[src/rtl/ha_acc_pkg.sv]
// Shared types and widths for the partial-product row accumulator.
// Latency: n/a (declarations only).
// Backpressure: n/a.
package ha_acc_pkg;

  localparam int HA_B_W    = 7;
  localparam int HA_T_W    = 9;
  localparam int HA_ROWS   = 4;
  localparam int ACC_W     = 17;
  localparam int PROD_W    = 16;
  localparam int ROW_IDX_W = 2;

  typedef enum logic [1:0] {
    IDLE = 2'd0,
    ACC  = 2'd1,
    DONE = 2'd2
  } state_t;

endpackage

[src/rtl/ha_row_weight.sv]
// Weights one row's sum (t) and carry (b) vectors into a single accumulator-width value.
// Latency: combinational.
// Backpressure: none.
module ha_row_weight
  import ha_acc_pkg::*;
(
  input  logic [HA_B_W-1:0]    b,
  input  logic [HA_T_W-1:0]    t,
  input  logic [ROW_IDX_W-1:0] row,
  output logic [ACC_W-1:0]     weighted
);

  // Row N sits 2N bits up; carry bits sit a further 2 bits above the sum bits.
  logic [3:0] t_shift;
  logic [3:0] b_shift;

  assign t_shift  = {1'b0, row, 1'b0};
  assign b_shift  = t_shift + 4'd2;
  assign weighted = (ACC_W'(t) << t_shift) + (ACC_W'(b) << b_shift);

endmodule

[src/rtl/ha_array_accum.sv]
// Accumulates four weighted sum/carry rows into a saturated 16-bit product (optional bias: HA_ACC_BIAS_EN).
// Latency: out_valid 5 cycles after accept (4 row additions + 1 output register stage).
// Backpressure: result held in DONE until out_ready; in_ready only in IDLE, one cycle after the handshake.
module ha_array_accum
  import ha_acc_pkg::*;
#(
  parameter logic [15:0] BIAS = 16'd0
) (
  input  logic              clk,
  input  logic              rst_n,
  input  logic              in_valid,
  output logic              in_ready,
  input  logic [HA_B_W-1:0] ha_array_0_b,
  input  logic [HA_B_W-1:0] ha_array_1_b,
  input  logic [HA_B_W-1:0] ha_array_2_b,
  input  logic [HA_B_W-1:0] ha_array_3_b,
  input  logic [HA_T_W-1:0] ha_array_0_t,
  input  logic [HA_T_W-1:0] ha_array_1_t,
  input  logic [HA_T_W-1:0] ha_array_2_t,
  input  logic [HA_T_W-1:0] ha_array_3_t,
  output logic              out_valid,
  input  logic              out_ready,
  output logic [PROD_W-1:0] product,
  output logic              busy
);

  state_t state;
  state_t state_next;

  logic [HA_B_W-1:0]    b_hold [HA_ROWS];
  logic [HA_T_W-1:0]    t_hold [HA_ROWS];
  logic [ACC_W-1:0]     acc;
  logic [ROW_IDX_W-1:0] row_idx;
  logic [ACC_W-1:0]     row_val;
  logic [ACC_W:0]       final_sum;
  logic [PROD_W-1:0]    sat_sum;
  logic                 accept;
  logic                 release_out;

  assign in_ready    = (state == IDLE);
  assign busy        = (state == ACC) || (state == DONE);
  assign accept      = in_valid && in_ready;
  assign release_out = out_valid && out_ready;

  ha_row_weight u_row_weight (
    .b        (b_hold[row_idx]),
    .t        (t_hold[row_idx]),
    .row      (row_idx),
    .weighted (row_val)
  );

  // Final sum ahead of saturation; one extra bit absorbs the bias carry.
`ifdef HA_ACC_BIAS_EN
  assign final_sum = {1'b0, acc} + {2'b00, BIAS};
`else
  logic unused_bias;
  assign unused_bias = ^BIAS;
  assign final_sum   = {1'b0, acc};
`endif

  assign sat_sum = (final_sum[ACC_W:PROD_W] != '0) ? {PROD_W{1'b1}} : final_sum[PROD_W-1:0];

  // State register.
  always_ff @(posedge clk) begin
    if (!rst_n) begin
      state <= IDLE;
    end else begin
      state <= state_next;
    end
  end

  // Next-state: one row per ACC cycle, DONE waits indefinitely for the consumer.
  always_comb begin
    state_next = state;
    case (state)
      IDLE:    if (accept) state_next = ACC;
      ACC:     if (row_idx == ROW_IDX_W'(HA_ROWS - 1)) state_next = DONE;
      DONE:    if (release_out) state_next = IDLE;
      default: state_next = IDLE;
    endcase
  end

  // Datapath: capture rows on accept, accumulate in ACC, register the result on DONE entry.
  always_ff @(posedge clk) begin
    if (!rst_n) begin
      for (int i = 0; i < HA_ROWS; i++) begin
        b_hold[i] <= '0;
        t_hold[i] <= '0;
      end
      acc       <= '0;
      row_idx   <= '0;
      product   <= '0;
      out_valid <= 1'b0;
    end else begin
      case (state)
        IDLE: begin
          if (accept) begin
            b_hold[0] <= ha_array_0_b;
            b_hold[1] <= ha_array_1_b;
            b_hold[2] <= ha_array_2_b;
            b_hold[3] <= ha_array_3_b;
            t_hold[0] <= ha_array_0_t;
            t_hold[1] <= ha_array_1_t;
            t_hold[2] <= ha_array_2_t;
            t_hold[3] <= ha_array_3_t;
            acc       <= '0;
            row_idx   <= '0;
          end
        end
        ACC: begin
          acc     <= acc + row_val;
          row_idx <= row_idx + 1'b1;
        end
        DONE: begin
          if (!out_valid) begin
            product   <= sat_sum;
            out_valid <= 1'b1;
          end else if (out_ready) begin
            out_valid <= 1'b0;
          end
        end
        default: out_valid <= 1'b0;
      endcase
    end
  end

endmodule

[config.mk]
export PLATFORM = sky130hd
export DESIGN_NAME = ha_array_accum
export DESIGN_NICKNAME = d
export VERILOG_FILES = /design/src/rtl/ha_acc_pkg.sv /design/src/rtl/ha_row_weight.sv /design/src/rtl/ha_array_accum.sv
export SDC_FILE = /design/constraint.sdc
export NUM_CORES = 1
export LEC_CHECK = 0
export BUFFER_PORTS_ARGS = -buffer_cell sky130_fd_sc_hd__buf_2
export CAP_MARGIN = 20
export CELL_PAD_IN_SITES_DETAIL_PLACEMENT = 1
export CELL_PAD_IN_SITES_GLOBAL_PLACEMENT = 2
export CORE_ASPECT_RATIO = 1.4
export CORE_UTILIZATION = 37
export CTS_CLUSTER_DIAMETER = 100
export DETAILED_ROUTE_END_ITERATION = 6
export GPL_TIMING_DRIVEN = 0
export HOLD_SLACK_MARGIN = 0.02
export PLACE_DENSITY = 0.77
export SLEW_MARGIN = 20
export SYNTH_ARGS = -nofsm -noshare
export SYNTH_HDL_FRONTEND = slang
export SYNTH_SLANG_ARGS = --single-unit
[constraint.sdc]
create_clock -name clk -period 4.2 [get_ports clk]
set_input_delay 1.26 -clock clk [delete_from_list [all_inputs] [get_ports clk]]
set_output_delay 1.26 -clock clk [all_outputs]
set_load 0.02 [all_outputs]
==> results of run 1 <==
[state kept, by name, summed over array words and instances, names as in the netlist, named ones only]
signal / cells
t_hold: 36
state: 2
acc: 17
out_valid: 1
b_hold: 28
product: 16
row_idx: 2
[cell families after synthesis]
kind of cell             count (synthesis)
multiplexers                            35
flip-flops                             104
buffers and inverters                   54
AND/OR/NAND/NOR                        201
adder cells (fa/ha/maj)                 36
AO/OA/AOI/OAI                           90
XOR/XNOR                                12
[layer usage]
layer | vias up | routed length, µm | GRT usage (%)
li1 | 2062 | - | -
met1 | 1984 | 5680 | 20.8
met2 | 94 | 7380 | 34.4
met3 | 18 | 473 | 2.73
met4 | 0 | 342 | 8.08
met5 | - | 0 | 0
[synthesized netlist by cell type (all sizes together), types with 11 or more instances]
library cell  instances  area [µm²]
edfxtp               64        1920
and2                 71         444
a22oi                11        82.6
mux4                 15         338
o21ai                22         110
o211a                16         160
clkbuf               26        97.6
nand2                45         169
fa                   16         320
ha                   20         250
a21oi                17        85.1
inv                  22        82.6
nor2b                17         106
nor2                 38         143
dfxtp                40         801
mux2i                13         143
[path summary, 6_finish.rpt]
| path | startpoint | endpoint | slack [ns] |
|---|---|---|---|
| setup / recovery | flip-flop | acc[12] | 0.25 |
| hold / removal | acc[10] | acc[10] | 0.48 |
| setup reg to reg | flip-flop | acc[12] | 0.25 |
| hold reg to reg | acc[10] | acc[10] | 0.48 |
[worst register-to-register path: cells and delay by family, from the launching register on]
kind | cells | cell delay (ns)
AOI/OAI and AO/OA | 2 | 0.50
xor gates and xnor gates | 1 | 0.19
DFF | 1 | 0.33
adders and majority gates | 2 | 0.82
muxes | 2 | 0.86
buffers and inverters | 2 | 0.35
and+or+nand+nor | 6 | 0.84
[through the flow]
| step | setup slack (ns) | hold slack, ns | util [%] | cell area [µm²] | setup TNS (ns) |
|---|---|---|---|---|---|
| final | 0.251 | 0.477 | 45.2 | 6860 | 0 |
| after global routing | 0.0209 | 0.514 | 45.2 | 6860 | 0 |
| after CTS | 0.0477 | 0.480 | 44.9 | 6820 | 0 |
| after detailed placement | -0.122 | 0.469 | 43.0 | 6530 | -0.396 |
| after global placement | -0.303 | 0.457 | 42.8 | 6490 | -19.47 |
| after floorplan | 0.600 | 0.438 | - | 5830 | 0 |
[area by class of cell]
| cell class | instances | area, µm² |
|---|---|---|
| plain buffers | 31 | 143 |
| clock inverters | 6 | 57.6 |
| multi-input cells | 374 | 2920 |
| well taps | 192 | 240 |
| flip-flops and latches | 104 | 2720 |
| clock buffers | 10 | 229 |
| fillers | 1725 | 8330 |
| inverters | 22 | 82.6 |
| repair buffers | 88 | 468 |
[repair_timing]
| item | CTS | global route |
|---|---|---|
| endpoints found under the setup margin | 6 | 9 |
| gates resized for setup | 1 | 9 |
| cloned | 0 | 0 |
| pin swaps | 0 | 1 |
| setup buffers | 0 | 2 |
[power groups by stage]
| stage | combinational, mW | sequential (mW) | clock, mW |
|---|---|---|---|
| 2_1_floorplan | 0.533 | 1.23 | 0 |
| 3_3_place_gp | 0.697 | 1.24 | 0 |
| 3_5_place_dp | 0.720 | 1.24 | 0 |
| 4_1_cts | 0.726 | 1.22 | 0.862 |
| 5_1_grt | 0.833 | 1.22 | 0.898 |
| 6_report | 0.738 | 1.21 | 0.838 |
==> results.json, run 1 <==
{
  "grt.total_usage_pct": 18.6,
  "die_h_um": 151,
  "insertion_delay_ns": 0.36,
  "ios": 87,
  "number_of_enable_type_register_cells_in_the_synthesized_netlist": 64,
  "synth_xor_xnor_area_share_pct": 1.80,
  "worst_slew_margin_rel_pct": 60.7,
  "min_delay_path_depth": 2,
  "detailroute.via_count": 4158,
  "timing.final.hold_violations": 0,
  "final_min_period_over_clock_period_pct": 94.0,
  "fmax_ghz": 0.253,
  "critical_path_cell_count": 15,
  "r2r.worst_path.cells": 15,
  "dr.pass1.iters": 4,
  "portBuffers": 85,
  "post_synth_inst_count": 532,
  "core.rowCount": 53,
  "tritoncts_num_sinks": 104,
  "power_spent_charging_and_discharging_nets_uw": 873,
  "swShare_pct": 31.3,
  "number_of_antenna_violations_at_the_first_check_in_global_routing": 0,
  "path_buf_inv": 2,
  "cellInternalPower_mw": 1.92,
  "dp.cells": 810,
  "cp-start-kind": "flip-flop",
  "cap_violations": 0,
  "grt_max_degree": 65,
  "cpPeakStageDelay_ns": 0.55,
  "diodes": 0,
  "viasPerCell": 5.03,
  "core_area_mm2": 0.0152,
  "htree_levels": 3,
  "die_area_mm2": 0.0163,
  "report.final.slew_viol_count": 0,
  "slowest_stage": "mux4_2",
  "routed_wl_mm": 13.9,
  "asyncSetResetFlopFracSynth_pct": 0,
  "drt-wirelength-per-cell_um": 16.8,
  "min_period_ns": 3.95,
  "syn_area_per_cell_um2": 11.0,
  "crit_fanout": 10,
  "first_global_vias": 4562,
  "finalPower_mw": 2.79,
  "final_common_cell": "buf_2",
  "drt_drc_violations_left": 0,
  "cts-buffers-inserted": 9,
  "critPathMostFrequentCell": "nand3_1",
  "yosysWarningCount": 0,
  "hpwl_dp_mm": 11.1,
  "cts_hold_buffers": 0,
  "netlist-cell-type-count": 44,
  "fin_cells": 827,
  "initial_utilization_pct": 38.4,
  "clk_pin_slew_ns": 0.08,
  "cp_cell_sequence": "buf_6 -> buf_8 -> mux4_2 -> mux2_2 -> nor2_1 -> nor2_1 -> fa_1 -> ha_2 -> nand3_1 -> o211ai_1 -> nand3_1 -> nand3_1 -> xor2_2 -> a22oi_1 -> nor2b_1",
  "vdd_ir_drop_max_v": 0.000170,
  "timing.critical_path.arrival_ns": 4.23,
  "synth_area_mm2": 0.00583,
  "die_width_um": 108,
  "p_comb_share_pct": 26.5,
  "synth_seq_cells": 104,
  "finalWeightedCongestion": 0.841,
  "synth-seq-area-share_pct": 46.7,
  "synth_top_family_by_area": "simple AND/OR/NAND/NOR gates",
  "ctsRootBufferMaster": "clkbuf_16",
  "top_library_cells_by_usage_in_the_layout_fill_and_taps_aside": "buf_2, and2_1, edfxtp_1, nand2_1, dfxtp_1",
  "cts_buffer_depth": 2,
  "synth-simple-area-share_pct": 17.8,
  "clkPwrFrac_pct": 30.0,
  "worst_clock_skew_ns": 0.0143,
  "flow.area_growth_from_synthesis_pct": 17.7,
  "grt_pass1_wl_mm": 22.6,
  "crit_type": "flip-flop to flip-flop",
  "final_net_count": 734,
  "unrepaired_setup_endpoints_after_global_routing": "false",
  "crit_path_end_kind": "flip-flop",
  "worst_slew_pin_slew_ns": 0.589,
  "synth_area_in_adders_pct": 9.79,
  "antenna_violating_nets_remaining": 0,
  "synth_ff_type": "edfxtp_1",
  "compound_gate_portion_of_the_synthesized_area_pct": 10.6,
  "count_of_endpoints_failing_setup_in_the_final_report": 0,
  "clock_tree_from_tritoncts": "yes",
  "worstHoldPathType": "flip-flop to flip-flop",
  "pwr-share-seq_pct": 43.5,
  "post_synthesis_mux_area_share_pct": 9.59,
  "final_layout_size_suffix_gt1_share_pct": 21.7,
  "nets_in_the_synthesized_netlist": 636,
  "outcome": "finished clean",
  "p_leak_nw": 3.06,
  "cp_top_family": "multiplexers",
  "detail_route.iter0.violations": 131,
  "power_density_of_the_placed_cells_mw_per_mm2": 407,
  "total_gr_overflow": 0,
  "cp_data_required_time_ns": 4.48
}
No activity file was read; power rests on OpenSTA's default activity.
==> run 2, diff against run 1 <==
--- a/config.mk
+++ b/config.mk
@@ -16,6 +16,7 @@
 export GPL_TIMING_DRIVEN = 0
 export HOLD_SLACK_MARGIN = 0.02
 export PLACE_DENSITY = 0.77
+export RECOVER_POWER = 25
 export SLEW_MARGIN = 20
 export SYNTH_ARGS = -nofsm -noshare
 export SYNTH_HDL_FRONTEND = slang
==> run 2 against run 1 <==
  * The run now ends with capacitance limit, slew limit left
  * Non-clock buffer count stayed put
  * Clock power hardly changed
  * Die area stayed put
  * Maximum frequency about the same
  * Clock skew is essentially flat
  * Combinational power down 0.8%
  * Sequential share of layout area increased by 0.26 points
  * Global-route usage unchanged
  * Routed wire length rose by 0.11%
  * Critical endpoint unchanged
  * Hold slack unchanged
  * Flip-flop and latch count did not move
==> results.json, run 2 (synthesis results as in run 1) <==
{
  "outcome": "complete, but fails checks",
  "violations": "capacitance limit, slew limit",
  "multi_input_comb_area_mm2": 0.00292,
  "antenna_violating_nets_remaining": 0,
  "cts-buffers-inserted": 9,
  "worstHoldPathType": "flip-flop to flip-flop",
  "worst_slew_margin_rel_pct": -6.04,
  "vdd_ir_drop_max_v": 0.000171,
  "worst_slew_pin_slew_ns": 1.59,
  "count_of_endpoints_failing_setup_in_the_final_report": 0,
  "cp_data_required_time_ns": 4.48,
  "core.rowCount": 53,
  "fin_cells": 827,
  "drt_drc_violations_left": 0,
  "ctsRootBufferMaster": "clkbuf_16",
  "final_min_period_over_clock_period_pct": 94.0,
  "cts_buffer_depth": 2,
  "routed_wl_mm": 13.9,
  "crit_type": "flip-flop to flip-flop",
  "first_global_vias": 4562,
  "top_library_cells_by_usage_in_the_layout_fill_and_taps_aside": "buf_2, and2_1, edfxtp_1, nand2_1, clkbuf_1",
  "dp.cells": 810,
  "min_period_ns": 3.95,
  "report.final.slew_viol_count": 65,
  "finalWeightedCongestion": 0.841,
  "die_h_um": 151,
  "post-route-cell-area_mm2": 0.00681,
  "final_common_cell": "buf_2",
  "timing.final.hold_violations": 0,
  "detail_route.iter0.violations": 154,
  "num-fill-cells": 1718,
  "tns_ns": 0,
  "total_gr_overflow": 0,
  "die_area_mm2": 0.0163,
  "placedInstanceArea_mm2": 0.00653,
  "p_leak_nw": 2.96,
  "grt_max_degree": 65,
  "grt.total_usage_pct": 18.6,
  "worst_clock_skew_ns": 0.0144,
  "insertion_delay_ns": 0.36,
  "drt-wirelength-per-cell_um": 16.8,
  "ios": 87,
  "crit_fanout": 10,
  "htree_levels": 3,
  "largest_register_ff_count": 36,
  "die_width_um": 108,
  "timing.critical_path.arrival_ns": 4.23,
  "biggestRegsByFlops": "t_hold: 36 flops, b_hold: 28 flops, acc: 17 flops",
  "largest-register": "t_hold",
  "cp-start-kind": "flip-flop",
  "tritoncts_num_sinks": 104,
  "portBuffers": 85,
  "clock_tree_from_tritoncts": "yes",
  "layout.area.seq_mm2": 0.00272,
  "cap_violations": 1,
  "power_density_of_the_placed_cells_mw_per_mm2": 409,
  "final_net_count": 734,
  "final_layout_size_suffix_gt1_share_pct": 18.9,
  "initial_utilization_pct": 38.4,
  "crit_path_end_kind": "flip-flop",
  "flow.area_growth_from_synthesis_pct": 16.9,
  "dr.pass1.iters": 4,
  "unrepaired_setup_endpoints_after_global_routing": "false",
  "finish.utilization_pct": 44.9,
  "grt_pass1_wl_mm": 22.6,
  "detailroute.via_count": 4152,
  "fmax_ghz": 0.253,
  "number_of_antenna_violations_at_the_first_check_in_global_routing": 0,
  "clk_pin_slew_ns": 0.08,
  "diodes": 0,
  "core_area_mm2": 0.0152,
  "hpwl_dp_mm": 11.1,
  "viasPerCell": 5.02,
  "finalPower_mw": 2.79
}
## run 2: cell count changes in the layout (fill, tap and decap cells not counted), sizes merged
cell / change
buf: -19
clkbuf: +19
## run 2: metal layers
| layer | wire length [µm] | track usage, % | share of wire, % | vias up |
|---|---|---|---|---|
| met5 | 0 | 0 | 0 | - |
| met4 | 342 | 8.08 | 2.5 | 0 |
| met3 | 470 | 2.73 | 3.4 | 18 |
| met2 | 7370 | 34.4 | 53 | 89 |
| met1 | 5710 | 20.8 | 41 | 1982 |
| li1 | - | - | - | 2063 |
## run 2: final timing paths
check                                from       to  slack [ns]  cells after the start
worst min-delay path              acc[10]  acc[10]        0.48                      2
worst max register to register  flip-flop  acc[12]        0.25                     15
worst min register to register    acc[10]  acc[10]        0.48                      2
worst max-delay path            flip-flop  acc[12]        0.25                     15
## run 2: critical path: stages (launching register included)
cell and delay [ns]:
dfxtp_1 0.33, buf_6 0.16, buf_8 0.18, mux4_2 0.55, mux2_2 0.31, nor2_1 0.13
nor2_1 0.09, fa_1 0.44, ha_2 0.38, nand3_1 0.09, o211ai_1 0.41, nand3_1 0.18
nand3_1 0.19, xor2_2 0.19, a22oi_1 0.09, nor2b_1 0.14
## run 2: power by group
group,internal (mW),switching [mW]
clock network,0.419,0.419
registers,1.18,0.0352
logic,0.314,0.419
total,1.91,0.873
## run 2: per-stage QoR
stage          hold WS, ns  setup WS, ns
3_5_place_dp         0.469        -0.122
4_1_cts              0.480        0.0477
5_1_grt              0.518        0.0209
6_report             0.477         0.251
2_1_floorplan        0.438         0.600
3_3_place_gp         0.457        -0.303
## run 2: cell type report
cell class | instances | share of cell area, %
clock buffers | 10 | 3.36
flip-flops and latches | 104 | 40.0
multi-input cells | 374 | 42.8
repair buffers | 88 | 6.21
inverters | 22 | 1.21
plain buffers | 31 | 2.09
well taps | 192 | 3.53
clock inverters | 6 | 0.845
## run 2: timing repair
action	4_1_cts	5_1_grt
hold buffers	0	0
gates resized for setup	1	9
pin swaps	0	1
endpoints found under the hold margin	0	0
endpoints found under the setup margin	6	9
setup buffers	0	2
==> run 3, diff against run 2 <==
--- a/config.mk
+++ b/config.mk
@@ -10,14 +10,15 @@
 export CELL_PAD_IN_SITES_DETAIL_PLACEMENT = 1
 export CELL_PAD_IN_SITES_GLOBAL_PLACEMENT = 2
 export CORE_ASPECT_RATIO = 1.4
-export CORE_UTILIZATION = 37
+export CORE_UTILIZATION = 40
 export CTS_CLUSTER_DIAMETER = 100
 export DETAILED_ROUTE_END_ITERATION = 6
 export GPL_TIMING_DRIVEN = 0
 export HOLD_SLACK_MARGIN = 0.02
-export PLACE_DENSITY = 0.77
+export PLACE_DENSITY = 0.83
 export RECOVER_POWER = 25
 export SLEW_MARGIN = 20
 export SYNTH_ARGS = -nofsm -noshare
 export SYNTH_HDL_FRONTEND = slang
+export SYNTH_HIERARCHICAL = 1
 export SYNTH_SLANG_ARGS = --single-unit
==> constraint.sdc (replaced) <==
create_clock -name clk -period 5.1 [get_ports clk]
set_input_delay 1.53 -clock clk [delete_from_list [all_inputs] [get_ports clk]]
set_output_delay 1.53 -clock clk [all_outputs]
set_load 0.02 [all_outputs]
==> run 3 against run 2 <==
  * The flow still finishes with violations (capacitance limit, slew limit)
  * First-iteration DRC count down 21%
  * Design area up 9.4%
  * Via count up 20%
  * Flip-flop and latch count unchanged
  * Combinational power up 1%
  * Register-to-register slack better by 0.08 ns
  * Clock power down 14%
  * Utilization up 2.9 points
  * Non-clock buffer count up 5
  * Critical path type unchanged
  * Largest power group unchanged
==> results.json, run 3 <==
{
  "largest-register": "t_hold",
  "initial_utilization_pct": 40.9,
  "final_net_count": 817,
  "unrepaired_setup_endpoints_after_global_routing": "false",
  "proportion_of_netlist_area_held_by_the_largest_area_contributor_pct": 30.1,
  "power_spent_charging_and_discharging_nets_uw": 829,
  "vdd_ir_drop_max_v": 0.000202,
  "crit_type": "flip-flop to flip-flop",
  "timing.final.hold_violations": 0,
  "drt_drc_violations_left": 0,
  "final_common_cell": "buf_2",
  "clk_pin_slew_ns": 0.08,
  "yosysWarningCount": 6,
  "detailroute.via_count": 4965,
  "post-synth-top-count-cell": "and2_1",
  "tritoncts_num_sinks": 104,
  "worstHoldPathType": "flip-flop to flip-flop",
  "worst_clock_skew_ns": 0.0128,
  "cp_cell_sequence": "buf_6 -> buf_12 -> mux4_2 -> mux2i_2 -> and2b_1 -> a21oi_2 -> nor2_1 -> ha_2 -> nand3_1 -> nor4_4 -> buf_4 -> o31ai_1 -> nor2b_1 -> xnor2_1 -> ha_2 -> nand2_1 -> o21ai_0 -> a31oi_1 -> o41ai_4 -> xnor2_1 -> o21ai_2",
  "min_period_ns": 4.77,
  "syn_area_per_cell_um2": 10.4,
  "cts-buffers-inserted": 9,
  "synth_area_mm2": 0.00639,
  "r2r.worst_path.cells": 21,
  "fin_cells": 912,
  "nets_in_the_synthesized_netlist": 718,
  "worst_slew_pin_slew_ns": 1.56,
  "grt.total_usage_pct": 21.4,
  "cp-start-kind": "flip-flop",
  "cts_buffer_depth": 2,
  "netlist-cell-type-count": 63,
  "drt-wirelength-per-cell_um": 18.2,
  "post_synth_inst_count": 612,
  "grtUsageMet1_pct": 22.2,
  "yosysTopAreaCell": "edfxtp_1",
  "asyncSetResetFlopFracSynth_pct": 0,
  "core.rowCount": 54,
  "report.final.slew_viol_count": 65,
  "tns_ns": 0,
  "antenna_violating_nets_remaining": 0,
  "insertion_delay_ns": 0.37,
  "crit_path_end_kind": "flip-flop",
  "die_h_um": 152,
  "finalWeightedCongestion": 0.916,
  "grt_pass1_wl_mm": 26.4,
  "viasPerCell": 5.44,
  "cpPeakStageDelay_ns": 0.55,
  "violations": "capacitance limit, slew limit",
  "die_area_mm2": 0.0165,
  "first_global_vias": 5210,
  "cellInternalPower_mw": 1.64,
  "p_leak_nw": 3.17,
  "met3_usage_pct": 3.51,
  "detail_route.iter0.violations": 122,
  "ios": 87,
  "flow.area_growth_from_synthesis_pct": 16.7,
  "final_min_period_over_clock_period_pct": 93.4,
  "pwr-share-seq_pct": 40.6,
  "total_gr_overflow": 0,
  "timing.critical_path.arrival_ns": 5.02,
  "diodes": 0,
  "grt.busiest_layer": "met2",
  "synth_ff_type": "edfxtp_1",
  "swShare_pct": 33.6,
  "biggestRegsByFlops": "t_hold: 36 flops, b_hold: 28 flops, acc: 17 flops",
  "number_of_enable_type_register_cells_in_the_synthesized_netlist": 64,
  "netlist_top_cells_area": "edfxtp_1, dfxtp_1, and2_1",
  "htree_levels": 3,
  "dp.cells": 895,
  "count_of_endpoints_failing_setup_in_the_final_report": 0,
  "cp_data_required_time_ns": 5.35,
  "top_library_cells_by_usage_in_the_layout_fill_and_taps_aside": "buf_2, and2_1, edfxtp_1, nand2_1, clkbuf_1",
  "cap_violations": 1,
  "final_layout_size_suffix_gt1_share_pct": 20.5,
  "ctsRootBufferMaster": "clkbuf_16",
  "outcome": "complete, but fails checks",
  "die_width_um": 109,
  "worst_slew_margin_rel_pct": -3.73,
  "synth-seq-area-share_pct": 42.6,
  "portBuffers": 86,
  "crit_fanout": 10,
  "clkPwrFrac_pct": 29.3,
  "number_of_antenna_violations_at_the_first_check_in_global_routing": 0,
  "dr.pass1.iters": 4,
  "synth_seq_cells": 104,
  "clock_tree_from_tritoncts": "yes",
  "power_density_of_the_placed_cells_mw_per_mm2": 331,
  "grt_max_degree": 65,
  "fmax_ghz": 0.210,
  "core_area_mm2": 0.0156,
  "cts_hold_buffers": 0,
  "grt_use_met2_pct": 41.0,
  "p_comb_share_pct": 30.1,
  "largest_register_ff_count": 36,
  "hpwl_dp_mm": 13.4,
  "slowest_stage": "mux4_2",
  "synth.top_cells.by_count": "and2_1, edfxtp_1, nand2_1",
  "routed_wl_mm": 16.6,
  "min_delay_path_depth": 2
}
==> run 3: final cells by class <==
| class | count | area, µm² |
|---|---|---|
| plain buffers | 34 | 171 |
| repair buffers | 90 | 434 |
| well taps | 196 | 245 |
| fillers | 1782 | 8150 |
| inverters | 9 | 33.8 |
| multi-input cells | 463 | 3540 |
| clock inverters | 6 | 70.1 |
| clock buffers | 10 | 239 |
| flip-flops and latches | 104 | 2720 |
==> run 3: layer usage <==
layer / up-vias / wire (µm) / share of wire [%]
met2: 101 / 9050 / 54
met4: 0 / 668 / 4.0
met1: 2388 / 6440 / 39
met5: - / 0 / 0
li1: 2440 / - / -
met3: 36 / 487 / 2.9
==> run 3: critical path, delay by kind of cell (launching register included) <==
family                     cells  cell delay, ns
and+or+nand+nor                6            1.09
AOI/OAI and AO/OA              6            0.84
muxes                          2            0.78
adders and majority gates      2            0.74
buffers and inverters          3            0.50
xor gates and xnor gates       2            0.36
DFF                            1            0.34
==> run 3: repair_timing <==
item	4_1_cts	5_1_grt
buffers inserted	0	3
pin swaps	0	6
resized for setup	5	23
endpoints found under the setup margin	7	9
endpoints found under the hold margin	0	0
==> run 3: final timing paths <==
check                                to  slack (ns)       from
worst min register to register  acc[15]        0.50    acc[15]
worst max register to register  acc[15]        0.33  flip-flop
worst max-delay path            acc[15]        0.33  flip-flop
worst min-delay path            acc[15]        0.50    acc[15]
==> run 3: per-stage QoR <==
stage          worst slack (ns)  hold WS [ns]  cell area, µm²  total power, mW  util (%)
5_1_grt                  0.0214         0.520            7460             2.60      47.8
3_5_place_dp             -0.335         0.482            7100             1.74      45.5
6_report                  0.334         0.498            7460             2.47      47.8
3_3_place_gp             -0.216         0.473            7070             1.71      45.3
2_1_floorplan             0.656         0.454            6390             1.55         -
4_1_cts                  0.0101         0.498            7430             2.48      47.6
==> run 3: power by group through the flow <==
stage,clock network (mW),registers [mW],logic [mW]
CTS,0.744,1.00,0.738
global placement,0,1.01,0.699
floorplan,0,1.01,0.541
finish,0.724,1.00,0.742
global route,0.770,1.01,0.823
detailed placement,0,1.02,0.725
==> run 3: cells by family (layout without fill, tap and decap cells) <==
| logic type | after synthesis | in the layout | share of synthesized area (%) |
|---|---|---|---|
| buf+inv | 45 | 149 | 2.92 |
| fa+ha+maj | 38 | 38 | 7.68 |
| simple gates | 222 | 222 | 18.3 |
| mux | 36 | 36 | 8.83 |
| xor+xnor | 25 | 25 | 3.43 |
| flops | 104 | 104 | 42.6 |
| compound gates | 142 | 142 | 16.2 |
